===== config.mk =====
export PLATFORM = sky130hd
export DESIGN_NAME = div_seq
export DESIGN_NICKNAME = d
export VERILOG_FILES = /design/src/rtl/div_seq.sv
export SDC_FILE = /design/constraint.sdc
export NUM_CORES = 1
export LEC_CHECK = 0
export CORE_MARGIN = 5
export CORE_UTILIZATION = 45
export DETAILED_ROUTE_END_ITERATION = 8
export GPL_ROUTABILITY_DRIVEN = 0
export PLACE_DENSITY_LB_ADDON = 0.25
export SETUP_SLACK_MARGIN = 0.2
export SLEW_MARGIN = 20
export SYNTH_ARGS = -nofsm -noshare
export SYNTH_HDL_FRONTEND = slang
export SYNTH_SLANG_ARGS = --single-unit
export TNS_END_PERCENT = 5

===== constraint.sdc =====
create_clock -name clk -period 6.4 [get_ports clk]
set_input_delay 1.28 -clock clk [delete_from_list [all_inputs] [get_ports clk]]
set_output_delay 1.28 -clock clk [all_outputs]
set_load 0.005 [all_outputs]

===== src/rtl/div_seq.sv =====
// div_seq: iterative restoring radix-2 divider for DIV/DIVU/REM/REMU.
// Accepts one request at a time, back-pressures issue while busy, and
// returns the quotient or remainder through a valid/ready handshake.
module div_seq #(
  parameter int WIDTH = 32
) (
  input  logic             clk,
  input  logic             rst,
  input  logic             flush,
  input  logic             in_valid,
  output logic             in_ready,
  input  logic [2:0]       div_op,
  input  logic [WIDTH-1:0] src1,
  input  logic [WIDTH-1:0] src2,
  output logic             out_valid,
  input  logic             out_ready,
  output logic [WIDTH-1:0] result,
  output logic             busy
);

  localparam int CW = (WIDTH > 1) ? $clog2(WIDTH) : 1;

  typedef enum logic [2:0] {
    IDLE,
    PREP,
    ITER,
    FIX,
    DONE
  } state_t;

  state_t            state;
  logic              sel_quo;
  logic              is_signed;
  logic              q_neg;
  logic              r_neg;
  logic [WIDTH-1:0]  dvd;
  logic [WIDTH-1:0]  dvs;
  logic [WIDTH-1:0]  quo;
  logic [WIDTH-1:0]  rem;
  logic [CW-1:0]     cnt;

  logic [WIDTH:0]    shifted;
  logic [WIDTH:0]    diff;
  logic [WIDTH-1:0]  q_fin;
  logic [WIDTH-1:0]  r_fin;
  logic              div_by_zero;
  logic              overflow;

  // The rem bit of div_op is implied: anything that is not a divide
  // returns the remainder, so only the div and signed bits are stored.
  logic unused_rem_bit;
  assign unused_rem_bit = div_op[1];

  // Magnitude of a two's-complement value; the most negative value maps
  // to 2^(WIDTH-1), which is exactly right when read back as unsigned.
  function automatic logic [WIDTH-1:0] abs_val(input logic signed [WIDTH-1:0] v);
    logic signed [WIDTH-1:0] m;
    m = (v < 0) ? -v : v;
    return $unsigned(m);
  endfunction

  // Two's-complement negation applied when a recorded sign is negative.
  function automatic logic [WIDTH-1:0] neg_if(input logic [WIDTH-1:0] v, input logic neg);
    logic signed [WIDTH-1:0] s;
    s = $signed(v);
    return neg ? $unsigned(-s) : v;
  endfunction

  // Trial subtraction, sign correction and special-case detection.
  always_comb begin
    shifted     = {rem, quo[WIDTH-1]};
    diff        = shifted - {1'b0, dvs};
    q_fin       = neg_if(quo, q_neg);
    r_fin       = neg_if(rem, r_neg);
    div_by_zero = (dvs == '0);
    overflow    = is_signed && (dvd == {1'b1, {(WIDTH-1){1'b0}}}) && (dvs == '1);
  end

  // Control FSM and datapath registers, all outputs registered.
  always_ff @(posedge clk) begin
    if (rst) begin
      state     <= IDLE;
      in_ready  <= 1'b1;
      out_valid <= 1'b0;
      busy      <= 1'b0;
      result    <= '0;
      sel_quo   <= 1'b0;
      is_signed <= 1'b0;
      q_neg     <= 1'b0;
      r_neg     <= 1'b0;
      dvd       <= '0;
      dvs       <= '0;
      quo       <= '0;
      rem       <= '0;
      cnt       <= '0;
    end else if (flush) begin
      state     <= IDLE;
      in_ready  <= 1'b1;
      out_valid <= 1'b0;
      busy      <= 1'b0;
    end else begin
      unique case (state)
        IDLE: begin
          if (in_valid) begin
            sel_quo   <= div_op[2];
            is_signed <= div_op[0];
            dvd       <= src1;
            dvs       <= src2;
            in_ready  <= 1'b0;
            busy      <= 1'b1;
            state     <= PREP;
          end
        end
        PREP: begin
          q_neg <= is_signed & (dvd[WIDTH-1] ^ dvs[WIDTH-1]);
          r_neg <= is_signed & dvd[WIDTH-1];
          if (div_by_zero) begin
            result    <= sel_quo ? '1 : dvd;
            out_valid <= 1'b1;
            state     <= DONE;
          end else if (overflow) begin
            result    <= sel_quo ? dvd : '0;
            out_valid <= 1'b1;
            state     <= DONE;
          end else begin
            quo   <= is_signed ? abs_val(dvd) : dvd;
            dvs   <= is_signed ? abs_val(dvs) : dvs;
            rem   <= '0;
            cnt   <= CW'(WIDTH - 1);
            state <= ITER;
          end
        end
        ITER: begin
          if (!diff[WIDTH]) begin
            rem <= diff[WIDTH-1:0];
            quo <= {quo[WIDTH-2:0], 1'b1};
          end else begin
            rem <= shifted[WIDTH-1:0];
            quo <= {quo[WIDTH-2:0], 1'b0};
          end
          if (cnt == '0) begin
            state <= FIX;
          end else begin
            cnt <= cnt - CW'(1);
          end
        end
        FIX: begin
          result    <= sel_quo ? q_fin : r_fin;
          out_valid <= 1'b1;
          state     <= DONE;
        end
        DONE: begin
          if (out_ready) begin
            out_valid <= 1'b0;
            in_ready  <= 1'b1;
            busy      <= 1'b0;
            state     <= IDLE;
          end
        end
        default: begin
          state     <= IDLE;
          in_ready  <= 1'b1;
          out_valid <= 1'b0;
          busy      <= 1'b0;
        end
      endcase
    end
  end

endmodule

==> flow_summary.toml <==
[outcome]
run_status = "finished, final reports clean"

[power]
power_frac_comb_pct = 20.1
seqPwrFrac_pct = 41.5
worst_ir_drop_vdd_v = 0.000159
power_density_nw_per_um2 = 200
power_frac_clock_pct = 38.3
intPower_uw = 1880
leakage_power_figure_uw = 0.00519
power.switching_fraction_pct = 33.1
switchingPower_uw = 932

[floorplanning]
fp.dieArea_um2 = 30800
initial_core_util_pct = 45.7
core_area_um2 = 27000
die-height_um = 175
number_of_placed_i_o_pins = 107
dieWidth_um = 175
num_rows = 60

[final_layout]
nNetsFinal = 1779
area_growth_pct = 14.0
antennaDiodeCount = 0
drive_above_1_share_pct = 5.71

[drt]
via_count = 12171
wl_um = 36700
vias_per_cell = 6.02
drt_first_iter_violations = 1188
ant_nets = 0
routed_wire_length_per_instance_um = 18.2
detail_route.first_pass.iterations = 5
drc = 0

[clock_network]
postCtsResizedCells = 0
clock_net_sink_count = 175
cts_made_buffers = 17
clock_tree.root_cell = "sky130_fd_sc_hd__clkbuf_16"
cts_tree = "yes"
clk_pin_slew_ns = 0.08
hold_buffers = 0
clock_latency_ns = 0.45
setup_repair_bufs_after_cts = 0
cts-htree-levels = 4
max_root_sink_buffers = 2

[synthesis]
ys_seq_elements = 175
synth_edf_count = 0
top_area_cells_in_the_synthesized_netlist = "sky130_fd_sc_hd__dfxtp_1 28%, sky130_fd_sc_hd__a21oi_1 6.3%, sky130_fd_sc_hd__nand2_1 6.1%, sky130_fd_sc_hd__nor2_1 5.6%, sky130_fd_sc_hd__xor2_1 4.8%"
yosysWarningCount = 0
netlist_instances = 1640
postSynth.asyncResetShare_pct = 0
synth_cell_types = 80
netlist.top_cell.by_area = "sky130_fd_sc_hd__dfxtp_1"
synth_fp_nets = 1752
seq_area_frac_synth_pct = 28.5
synth.avg_cell_area_um2 = 7.50
synth_most_common_cell = "sky130_fd_sc_hd__nand2_1"
commonest_cells_in_the_netlist = "199 x sky130_fd_sc_hd__nand2_1, 184 x sky130_fd_sc_hd__nor2_1, 175 x sky130_fd_sc_hd__dfxtp_1"
netlist_area_um2 = 12300
synth_ff_type = "sky130_fd_sc_hd__dfxtp_1"
synth_top_area_share_pct = 28.5

[timing]
worst_pin_slew_ns = 1.15
period_minus_slack_ns = 4.17
fin_crit_sh_pct = 65.1
final-setup-viol-count = 0
hold-worst-slack_ns = 0.463
grt_setup_unrepaired = "no"
fmax_mhz = 240
timing_max_transition_violations_final = 0
max_clock_skew_ns = 0.0160
hold_viol = 0
fin_setup_tns_ns = 0
worst_slew_margin_rel_pct = 23.3

[global_routing]
groute.layer.met1.usage_pct = 34.1
grt_overflow_total = 0
grt_pass1_wl_um = 59200
antenna_found_initial = 0
globalRouteMet2Util_pct = 36.1
global_route.usage.total_pct = 23.4
grt_start_max_net_pins = 74
grt_pass1_vias = 11031
grt_util_met3_pct = 3.27
grt.busiest_layer = "met2"

[placement]
dp.final_hpwl_um = 26500
port_buffer_count = 105

[worst_setup_path]
crit_path_dat_ns = 4.51
critPathRequiredTime_ns = 6.74
top_family_by_delay_on_critical_path = "simple AND/OR/NAND/NOR gates"
worst_setup_path_end_kind = "flop"
standard_cell_with_the_maximum_stage_delay_on_the_critical_path = "sky130_fd_sc_hd__nor2_2"
critPathLaunchType = "flop"
ff2ff_setup_slack_ns = 2.23
critical_path.max_fanout = 22
critical_path_class = "flop to flop"
critical_path.cell_chain = "or4_1, nor4_1, nand4_1, o22ai_2, o21ai_2, nor2_2, buf_4, nor2_1, a311oi_1"
cp_slowest_stage_delay_ns = 0.89
cp_num_buf_inv = 1

[worst_hold_path]
holdCritPathClass = "flop to flop"

[run]
maxCapViolCount = 0
==> power groups by stage <==
stage / Combinational, µW / Clock (µW) / Sequential [µW]
finish: 566 / 1080 / 1170
global route: 625 / 1150 / 1170
CTS: 560 / 1090 / 1170
detailed placement: 557 / 0 / 1190
global placement: 548 / 0 / 1190
floorplan: 417 / 0 / 1170
==> per-stage QoR <==
stage | worst slack, ns | cells | instance area [µm²] | power, µW | utilization, %
after floorplan | 3.34 | 1640 | 12300 | 1590 | -
after global placement | 2.40 | 1989 | 13400 | 1740 | 49.8
after detailed placement | 2.32 | 1989 | 13400 | 1750 | 49.8
after CTS | 2.30 | 2021 | 14000 | 2820 | 52.0
after global routing | 2.07 | 2021 | 14000 | 2950 | 52.1
final | 2.23 | 2021 | 14000 | 2810 | 52.1
==> cell type report <==
class | instances | area, µm²
Clock inverter | 15 | 183
Fill cell | 2592 | 12900
Inverter | 55 | 206
Tap cell | 341 | 427
Timing Repair Buffer | 122 | 1180
Sequential cell | 175 | 3500
Multi-Input combinational cell | 1296 | 8110
Clock buffer | 17 | 425
==> worst reg2reg max path: stages, from the launching register on <==
cell	delay (ns)
sky130_fd_sc_hd__dfxtp_1	0.38
sky130_fd_sc_hd__or4_1	0.66
sky130_fd_sc_hd__nor4_1	0.76
sky130_fd_sc_hd__nand4_1	0.20
sky130_fd_sc_hd__o22ai_2	0.33
sky130_fd_sc_hd__o21ai_2	0.14
sky130_fd_sc_hd__nor2_2	0.89
sky130_fd_sc_hd__buf_4	0.37
sky130_fd_sc_hd__nor2_1	0.07
sky130_fd_sc_hd__a311oi_1	0.26
==> layer usage <==
metal | up-vias | wire length (µm)
met5 | - | 0
met4 | 0 | 641
met3 | 40 | 2260
met2 | 404 | 16100
met1 | 5746 | 17700
li1 | 5981 | -
==> sequential cells by signal, indices dropped and copies added (netlist names) <==
register   count
dvs           32
is_signed      1
result        32
state          3
quo           32
in_ready       1
q_neg          1
rem           32
sel_quo        1
out_valid      1
r_neg          1
dvd           32
busy           1
cnt            5
==> placed cells by master (no fill, tap or decap), drive strengths merged, types with 11 or more instances in the layout <==
cell type	instances
a211oi	50
a21o	15
a21oi	155
a22o	11
a22oi	14
a311oi	14
buf	18
clkbuf	17
clkdlybuf4s50	104
dfxtp	175
ha	39
inv	64
maj3	20
mux2i	29
nand2	199
nand2b	11
nand3	30
nand4	17
nor2	185
nor2b	12
nor3	32
nor4	15
o211ai	34
o21ai	103
o31ai	32
o41ai	17
or2	18
or3	11
or4	21
xnor2	48
xor2	69
==> path summary, 6_finish.rpt <==
kind,startpoint,endpoint,cells past startpoint
setup / recovery,dvd[21],result[10],9
hold / removal,result[27],result[27],2
setup reg to reg,dvd[21],result[10],9
hold reg to reg,result[27],result[27],2
==> logic make-up (layout without fill, tap and decap cells) <==
| group | after synthesis | count (layout) | synth area share, % |
|---|---|---|---|
| muxes | 30 | 30 | 2.45 |
| adders and majority gates | 60 | 60 | 5.75 |
| AOI/OAI and AO/OA | 516 | 516 | 27.7 |
| xor gates and xnor gates | 117 | 117 | 8.48 |
| and+or+nand+nor | 573 | 573 | 21.3 |
| DFF | 175 | 175 | 28.5 |
| buffers and inverters | 169 | 209 | 5.84 |
Note: power is estimated with default switching activity, not from simulation.
